==> config.mk <==
export PLATFORM = sky130hd
export DESIGN_NAME = pwm_multi
export DESIGN_NICKNAME = d
export VERILOG_FILES = /design/src/rtl/pwm_multi.sv
export SDC_FILE = /design/constraint.sdc
export NUM_CORES = 1
export LEC_CHECK = 0
export CORE_ASPECT_RATIO = 1.2
export CORE_MARGIN = 4
export CORE_UTILIZATION = 50
export CTS_BUF_LIST = sky130_fd_sc_hd__clkbuf_4
export DETAILED_ROUTE_END_ITERATION = 6
export GPL_TIMING_DRIVEN = 0
export PLACE_DENSITY = 0.73
export SYNTH_ARGS = -nofsm -noshare
export SYNTH_HDL_FRONTEND = slang
export SYNTH_SLANG_ARGS = --single-unit
==> constraint.sdc <==
create_clock -name clk -period 5.3 [get_ports clk]
set_input_delay 1.325 -clock clk [delete_from_list [all_inputs] [get_ports clk]]
set_output_delay 1.325 -clock clk [all_outputs]
set_load 0.005 [all_outputs]
==> src/rtl/pwm_multi.sv <==
// pwm_multi: multi-channel PWM with shared prescaled timebase, edge/center modes
// and double-buffered period/mode/duty committed only at period boundaries.
module pwm_multi #(
    parameter int N  = 9,
    parameter int CH = 4,
    parameter int PW = 8
) (
    input  logic            clk,
    input  logic            reset,
    input  logic            enable,
    input  logic [PW-1:0]   prescale_in,
    input  logic [N-1:0]    period_in,
    input  logic            center_in,
    input  logic [CH*N-1:0] duty_in,
    input  logic            upd_valid,
    output logic            upd_ready,
    output logic [CH-1:0]   pwm_out,
    output logic [N-1:0]    count_out,
    output logic            period_end
);
    logic [PW-1:0]   psc;
    logic [N-1:0]    cnt, cnt_inc, stg_period, act_period;
    logic            down, pending, stg_center, act_center, tick, bnd;
    logic [CH*N-1:0] stg_duty, act_duty;
    logic [CH-1:0]   cmp;
    assign upd_ready = !pending;
    assign count_out = cnt;
    // down means the next step decrements; it is set on arrival at P so the
    // boundary test (down at count 1) also covers P=1 in center mode
    always_comb begin
        tick    = enable && (psc == prescale_in);
        cnt_inc = cnt + N'(1);
        bnd     = tick && (act_period == '0 || (act_center ? (down && cnt == N'(1)) : (cnt == act_period)));
        cmp     = '0;
        for (int i = 0; i < CH; i++)
            cmp[i] = cnt < act_duty[i*N +: N];
    end
    always_ff @(posedge clk or posedge reset) begin
        if (reset) begin
            psc        <= '0;
            cnt        <= '0;
            down       <= 1'b0;
            pending    <= 1'b0;
            stg_period <= '0;
            stg_center <= 1'b0;
            stg_duty   <= '0;
            act_period <= '1;
            act_center <= 1'b0;
            act_duty   <= '0;
            pwm_out    <= '0;
            period_end <= 1'b0;
        end else begin
            psc <= (tick || !enable) ? '0 : psc + PW'(1);
            if (!enable || bnd) begin
                cnt  <= '0;
                down <= 1'b0;
            end else if (tick) begin
                cnt  <= down ? cnt - N'(1) : cnt_inc;
                down <= act_center && (down || cnt_inc == act_period);
            end
            if (upd_valid && !pending) begin
                stg_period <= period_in;
                stg_center <= center_in;
                stg_duty   <= duty_in;
                pending    <= 1'b1;
            end else if (pending && (bnd || !enable)) begin
                act_period <= stg_period;
                act_center <= stg_center;
                act_duty   <= stg_duty;
                pending    <= 1'b0;
            end
            pwm_out    <= enable ? cmp : '0;
            period_end <= bnd;
        end
    end
endmodule

* Word-level counts from Yosys, hierarchy flattened
Cells that the tools add are included.
** Word-level totals
- Bits in registers :: 116
- Input bits :: 58
- Output and inout bits :: 15
- Word-level logic and storage cells :: 50
** Cells by class
- Add/sub/neg operators :: 3
- $lt $le $gt $ge :: 4
- Eq/ne operators :: 4
- Multiplexer cells :: 10
- Bitwise operators :: 1
- Reduce and logical (&&, ||, !) cells :: 16
** Operator list (count)
- $lt A9 B9 Y1 :: 4
- $mux W9 :: 3
- $eq A9 B9 Y1 :: 2
- $add A9 B1 Y9 const B :: 1
- $eq A9 B1 Y1 const B :: 1
- $logic_not A9 Y1 :: 1
- $sub A9 B1 Y9 const B :: 1
- $add A8 B1 Y8 const B :: 1
- $eq A8 B8 Y1 :: 1
- $mux W8 :: 1
- $logic_and A1 B1 Y1 :: 6
- $mux W1 :: 5
- $logic_or A1 B1 Y1 :: 4
- $mux W4 :: 1
- $reduce_bool A2 Y1 :: 2
- $logic_not A1 Y1 :: 2
- $reduce_and A2 Y1 :: 1
- $not A1 Y1 :: 1

* Depth between registers and ports, before layout
Gate-level depths: netlist of run 1.
- Depth in word-level cells :: 9
- Gate-level depth with buffers :: 9
- Depth with buffers taken out :: 8

* Worst setup path before layout of run 1
No wires, ideal clock.
- Path kind :: input -> register
- Start point :: in prescale_in[0]
- End point :: reg act_center
- Library setup time :: 0.125 ns
- Arrival time :: 2.826 ns
- Data required time :: 5.175 ns
- Path slack :: 2.349 ns
- Stages on the path :: 6
- Buffers on the path :: 1
- Cell sequence :: xnor2_1 -> nand4_1 -> o21ai_1 -> o211ai_4 -> buf_6 -> mux2_4
** On the way
- Word-level cells in the longest chain between the ends :: 6
** RTL lines
- start: declaration :: RTL line 11 : input logic [PW-1:0] prescale_in,
- $eq A8 B8 Y1 :: RTL line 31 : tick = enable && (psc == prescale_in);
- $logic_and A1 B1 Y1 :: RTL line 31
- $logic_and A1 B1 Y1 :: RTL line 33 : bnd = tick && (act_period == '0 || (act_center ? (down && cnt == N'(1)) : (cnt == act_period)));
- $logic_or A1 B1 Y1 :: RTL line 66 : end else if (pending && (bnd || !enable)) begin
- $logic_and A1 B1 Y1 :: RTL line 66
- $reduce_and A2 Y1 (no source line)
- end signal: assignment :: RTL line 68 : act_center <= stg_center;
- end: declaration :: RTL line 23 : logic down, pending, stg_center, act_center, tick, bnd;
No other way between the ends.
A chain may end at the register's enable or synchronous reset.

* Final worst setup path of run 1
- Start point :: in prescale_in[7]
- End point :: reg act_duty[28]
** On the way
- Word-level cells in the longest chain between the ends :: 6
** RTL lines
- $eq A8 B8 Y1 :: RTL line 31
- $logic_and A1 B1 Y1 :: RTL line 31
- $logic_and A1 B1 Y1 :: RTL line 33
- $logic_or A1 B1 Y1 :: RTL line 66
- $logic_and A1 B1 Y1 :: RTL line 66
- $reduce_and A2 Y1 (no source line)
- end signal: assignment :: RTL line 69 : act_duty <= stg_duty;
- end: declaration :: RTL line 24 : logic [CH*N-1:0] stg_duty, act_duty;
No other way between the ends.

==> results.json, run 1 <==
{
  "syn_avg_cell_area_um2": 12.25,
  "grt_max_degree": 72,
  "yosys_warnings": 0,
  "power_switching_uw": 787.0,
  "min_path_type": "flip-flop to flip-flop",
  "power_frac_seq": 0.487,
  "p_clk_frac": 0.237,
  "wire_per_inst_um": 16.88,
  "via_per_inst": 5.413,
  "p_int_mw": 1.998,
  "postPlaceCellArea_um2": 7009,
  "clk_pin_slew_ns": 0.10,
  "wirelength_mm": 12.80,
  "syn-cell-area_um2": 6062,
  "reg2reg_depth": 9,
  "dp.cells": 725,
  "overflow": 0,
  "worstSkewPairLatency_ns": 0.52,
  "layout_setup_ws_ns": 1.951,
  "tightest_slew_ns": 0.8494,
  "yosys.area_share.simple": 0.1005,
  "peakVddDrop_mv": 0.1857,
  "yosys_register_bits": 116,
  "coreArea_um2": 11730,
  "die_h_um": 128.6,
  "clockBufferDepth": 2,
  "cts_hold_buf": 0,
  "netlist_top_cells_area": "dfrtp_1, mux2_4, mux2_2, ha_1, dfstp_2",
  "timing.rr.end": "act_duty[19]",
  "critPathLaunch": "prescale_in[7]",
  "std_cell_rows": 43,
  "fillers": 994,
  "layoutNonFillerInstCount": 758,
  "numCtsBuffers": 17,
  "synth_mux_area_frac": 0.1957,
  "synth_largest_area_cell": "dfrtp_1",
  "synthFlopType": "dfrtp_1",
  "required_ns": 5.70,
  "vias": 4103,
  "drive_gt1_frac": 0.2367,
  "cpPeakStageDelay_ns": 0.71,
  "synth_top_family_by_area": "multiplexers",
  "ctsResizeCount": 0,
  "multi_input_area_um2": 2894,
  "synth_top_area_frac": 0.4417,
  "p_per_area_nw_per_um2": 381.6,
  "crit_slowest_cell": "o21ai_1",
  "fp.dieArea_um2": 13960,
  "stdcell_area_um2": 7300,
  "drt-initial-drc-count": 194,
  "root_buffer": "clkbuf_4",
  "r2r_start": "count_out[1]",
  "worstSetupPathType": "primary input to flip-flop",
  "cts_setup_buffers": 0,
  "drv_slew": 0,
  "crit_chain": "clkdlybuf4s50_1, xnor2_1, nand4_1, o21ai_1, o211ai_4, buf_6, mux2_4",
  "globalplace.congestion": 0.9469,
  "outcome": "finished, final reports clean",
  "antenna_found_initial": 0,
  "grt_pass1_vias": 4329,
  "rsz0062_at_grt": "no",
  "start_util": 0.5169,
  "synth_compound_area_frac": 0.06213,
  "fin_crit_ns": 3.349,
  "endpoint": "act_duty[28]",
  "cts_tree": "done",
  "cts_max_level": 4,
  "syn_nets": 589,
  "area_delta_synth_final_pct": 20.41,
  "hold_viol": 0,
  "synth_xor_area_frac": 0.04479,
  "p_comb_frac": 0.276,
  "nets": 681,
  "io_pins": 73,
  "cts.sinks": 116,
  "antenna_left": 0,
  "crit_path_max_fanout": 10,
  "fmax_mhz": 298.6,
  "netlist_instances": 495,
  "synth_edf_count": 0,
  "setup_viol": 0,
  "end_kind": "flip-flop",
  "power_mw": 2.785,
  "seq_area_um2": 2914,
  "slew_headroom": 0.4299,
  "yosysSeqAreaShare": 0.4807,
  "worstPathArrival_ns": 3.75,
  "startpoint_type": "primary input",
  "regToRegSetupSlack_ns": 2.32,
  "synth_cell_types": 43,
  "synth-adder-area-share": 0.07430,
  "place_ws_ns": 1.408,
  "grtUsageTotal": 0.1991,
  "portBuffers": 72,
  "drtPass1Iterations": 5,
  "fin_crit_sh": 0.6318,
  "p_sw_frac": 0.2826,
  "fp.dieW_um": 108.5,
  "cap_violations": 0,
  "dp.final_hpwl_mm": 9.111,
  "drc": 0,
  "ys_async_sr_fraction": 1.000,
  "leakagePower_nw": 3.442,
  "grt_pass1_wl_mm": 21.47,
  "skew_ns": 0.01401
}
[synthesized netlist by cell type (2+ instances only)]
cell      number
a31oi_1        5
nand2_1       16
nand2b_1       6
and3_1        14
nor4b_1        2
buf_6          4
nor2_1        15
ha_1          36
clkbuf_1      15
mux2_4        40
nand4_1        5
nand3b_1       5
nand3_1       13
nor3b_1        2
o21ai_0       20
nor2b_1        3
xor2_1        12
and4_1         3
a21o_1        12
dfrtp_1      107
nor4bb_1       7
inv_1         37
a21oi_1       14
buf_2          2
a32oi_1        2
dfstp_2        9
nor4_1         4
mux2_2        52
xnor2_1       19
[cell usage in the layout, fill, tap and decap left out, drive strengths merged, types with 5 or more instances in the layout]
master	synthesis	final
a21o	12	12
a21oi	14	14
a31oi	5	5
and3	14	14
buf	7	8
clkbuf	15	35
clkdlybuf4s50	0	72
clkinv	0	8
dfrtp	107	107
dfstp	9	9
ha	36	36
inv	37	37
mux2	92	92
nand2	16	16
nand2b	6	6
nand3	13	13
nand3b	5	5
nand4	5	5
nor2	15	15
nor4	5	5
nor4bb	7	7
o21ai	21	21
xnor2	19	19
xor2	12	12
[logic make-up (layout without fill, tap and decap cells)]
logic type	after synthesis	after routing
and+or+nand+nor	101	101
adders and majority gates	36	36
DFF	116	116
AOI/OAI and AO/OA	60	60
xor gates and xnor gates	31	31
other	0	1
muxes	92	92
buffers and inverters	59	164
[layout make-up]
class                   count  share of cell area
clock inverters            12             0.01885
repair buffers             73              0.1025
inverters                  37             0.01937
clock buffers              20             0.02057
diodes                      1           0.0003428
well taps                 157             0.02691
plain buffers              22             0.01577
flip-flops and latches    116              0.3992
multi-input cells         320              0.3965
[worst max-delay path: cells and delay by family]
kind / cells / cell delay (ns)
AOI/OAI and AO/OA: 2 / 1.06
buffers and inverters: 2 / 0.68
muxes: 1 / 0.30
xor gates and xnor gates: 1 / 0.19
and+or+nand+nor: 1 / 0.18
[routing by layer]
metal,GRT usage,vias to the layer above,wire (um)
li1,-,1944,-
met1,0.2490,2012,5287
met2,0.3303,116,6466
met3,0.04867,31,688
met4,0.08172,0,353
met5,0,-,0
[state kept, by name, indices dropped and copies added, names as in the netlist]
register and flops:
count_out 9, stg_period 9, pending 1, act_period 9, pwm_out 4, stg_center 1, stg_duty 36, psc 8
period_end 1, down 1, act_center 1, act_duty 36
[power groups by stage]
stage	Clock, mW	Sequential, mW	Combinational [mW]
final	0.661	1.36	0.768
after detailed placement	0	1.37	0.775
after global routing	0.726	1.39	0.855
after global placement	0	1.36	0.734
after CTS	0.682	1.36	0.777
after floorplan	0	1.31	0.625
[stage by stage]
stage	utilization	TNS, ns	hold slack (ns)
floorplan	-	0	0.4767
global placement	0.5951	-62.34	0.4877
detailed placement	0.5976	0	0.4914
CTS	0.6221	0	0.5083
global route	0.6221	0	0.5246
finish	0.6224	0	0.5052
[worst min path at each step]
| stage | cells after the start | slack [ns] | startpoint | to |
|---|---|---|---|---|
| 2_1_floorplan | 1 | 0.48 | stg_duty[29] | act_duty[29] |
| 3_3_place_gp | 1 | 0.49 | stg_period[2] | act_period[2] |
| 3_5_place_dp | 1 | 0.49 | act_duty[16] | act_duty[16] |
| 4_1_cts | 1 | 0.51 | stg_period[0] | act_period[0] |
| 5_1_grt | 1 | 0.52 | stg_duty[1] | act_duty[1] |
| 6_report | 1 | 0.51 | stg_duty[10] | act_duty[10] |
No activity file was read; power rests on OpenSTA's default activity.
==> run 2, diff against run 1 <==
- clock period: 5.3 -> 3.44 ns (I/O delays scaled with it)
==> run 2 against run 1 <==
Compared with the run above:
- sequential share of layout area is essentially flat
- largest power group unchanged
- clock power is 39% higher
- wire length shrank 1.7%
- clock skew hardly changed
- combinational power rose by 55%
- total power is 51% higher
==> results.json, run 2 (same netlist as run 1, synthesis figures left out) <==
{
  "cts_setup_buffers": 0,
  "numCtsBuffers": 17,
  "nets": 683,
  "crit_path_max_fanout": 10,
  "worstPathArrival_ns": 3.34,
  "drv_slew": 0,
  "fillers": 954,
  "layout_commonest_cell": "dfrtp_1",
  "overflow": 0,
  "std_cell_rows": 43,
  "ctsResizeCount": 0,
  "rsz0062_at_grt": "no",
  "outcome": "finished, final reports clean",
  "slew_headroom": 0.4303,
  "p_comb_frac": 0.284,
  "tns_ns": 0,
  "fin_crit_sh": 0.8557,
  "die_h_um": 128.6,
  "clk_pin_slew_ns": 0.11,
  "required_ns": 3.83,
  "p_sw_frac": 0.2880,
  "wirelength_mm": 12.58,
  "final_cell_mix": "dfrtp_1, clkdlybuf4s50_1, mux2_2, mux2_4",
  "globalplace.congestion": 0.9549,
  "via_per_inst": 5.404,
  "hold_viol": 0,
  "leakagePower_nw": 3.437,
  "drtPass1Iterations": 5,
  "power_switching_mw": 1.207,
  "coreArea_um2": 11730,
  "clockBufferDepth": 2,
  "cts_max_level": 4,
  "start_util": 0.5169,
  "cap_violations": 0,
  "dp.cells": 727,
  "root_buffer": "clkbuf_4",
  "layoutNonFillerInstCount": 759,
  "fp.dieW_um": 108.5,
  "end_kind": "flip-flop",
  "fin_crit_ns": 2.944,
  "dp.final_hpwl_mm": 9.219,
  "grt_max_degree": 43,
  "cts_tree": "done",
  "skew_ns": 0.01360,
  "cts_hold_buf": 0,
  "portBuffers": 72,
  "worstSetupPathType": "flip-flop to flip-flop",
  "startpoint_type": "flip-flop",
  "grtUsageTotal": 0.1933,
  "min_path_type": "flip-flop to flip-flop",
  "p_int_mw": 2.986,
  "p_clk_frac": 0.219,
  "io_pins": 73,
  "place_ws_ns": 0.0003302,
  "grt_pass1_wl_mm": 20.99,
  "wire_per_inst_um": 16.58,
  "reg_top3": "act_duty (36), stg_duty (36)",
  "worstSkewPairLatency_ns": 0.51,
  "final_core_util": 0.6223,
  "setup_viol": 0,
  "peakVddDrop_mv": 0.2672,
  "antenna_left": 0,
  "holdWs_ns": 0.5041,
  "area_delta_synth_final_pct": 20.39,
  "drt-initial-drc-count": 140,
  "cts.sinks": 116,
  "tightest_slew_ns": 0.8488,
  "power_frac_seq": 0.497,
  "fmax_mhz": 339.7,
  "drive_gt1_frac": 0.2379,
  "p_per_area_nw_per_um2": 574.6,
  "vias": 4102,
  "grt_pass1_vias": 4280,
  "layout_setup_ws_ns": 0.4964,
  "fp.dieArea_um2": 13960,
  "antenna_found_initial": 1,
  "drc": 0
}
==> run 2: cell types whose count changed in the layout (fill, tap and decap cells not counted), sizes merged <==
cell      before  now
inv           37   36
buf            8   10
clkinv         8   10
bufinv         3    2
clkinvlp       1    2
clkbuf        35   33
==> run 2: cell type report <==
| cell class | instances | area (um^2) | share of cell area |
|---|---|---|---|
| Sequential cell | 116 | 2914 | 0.3993 |
| Buffer | 22 | 115.1 | 0.01577 |
| Clock buffer | 18 | 135.1 | 0.01852 |
| Inverter | 37 | 142.6 | 0.01954 |
| Tap cell | 157 | 196.4 | 0.02692 |
| Clock inverter | 13 | 117.6 | 0.01612 |
| Multi-Input combinational cell | 320 | 2894 | 0.3965 |
| Timing Repair Buffer | 75 | 780.7 | 0.1070 |
| Antenna cell | 1 | 2.502 | 0.0003429 |
==> run 2: metrics by stage <==
step	total power, mW	cell area (um^2)
after detailed placement	3.317	7043
final	4.193	7298
after global placement	3.230	6983
after floorplan	2.981	6066
after global routing	4.477	7298
after CTS	4.240	7296
==> run 2: routing by layer <==
layer,GRT usage,part of all wire,routed length (um),up-vias
met3,0.04917,0.047,597,17
met1,0.2332,0.41,5194,2038
li1,-,-,-,1941
met2,0.3361,0.52,6522,106
met5,0,0,0,-
met4,0.06464,0.021,269,0
==> run 2: worst max-delay path, cell delays in order (launching register included) <==
cell      delay, ns
dfrtp_1        0.60
clkbuf_1       0.35
inv_1          0.12
ha_1           0.19
and4b_1        0.16
a21oi_1        0.24
nand2_1        0.13
o211ai_4       0.45
buf_6          0.26
mux2_4         0.31
==> run 2: power by group through the flow <==
stage | Clock, mW | Sequential, mW | Combinational [mW]
after global routing | 1.01 | 2.14 | 1.33
after floorplan | 0 | 2.02 | 0.963
after CTS | 0.942 | 2.09 | 1.21
after detailed placement | 0 | 2.12 | 1.20
final | 0.917 | 2.09 | 1.19
after global placement | 0 | 2.10 | 1.13
==> run 2: worst paths after layout <==
path | from | endpoint | slack, ns | cells after the start
min | stg_duty[12] | act_duty[12] | 0.50 | 1
max in group asynchronous | reset | act_period[5] | 1.93 | 4
max reg2reg | count_out[1] | act_duty[25] | 0.50 | 9
min reg2reg | stg_duty[12] | act_duty[12] | 0.50 | 1
min in group asynchronous | reset | stg_duty[3] | 0.70 | 2
max | count_out[1] | act_duty[25] | 0.50 | 9
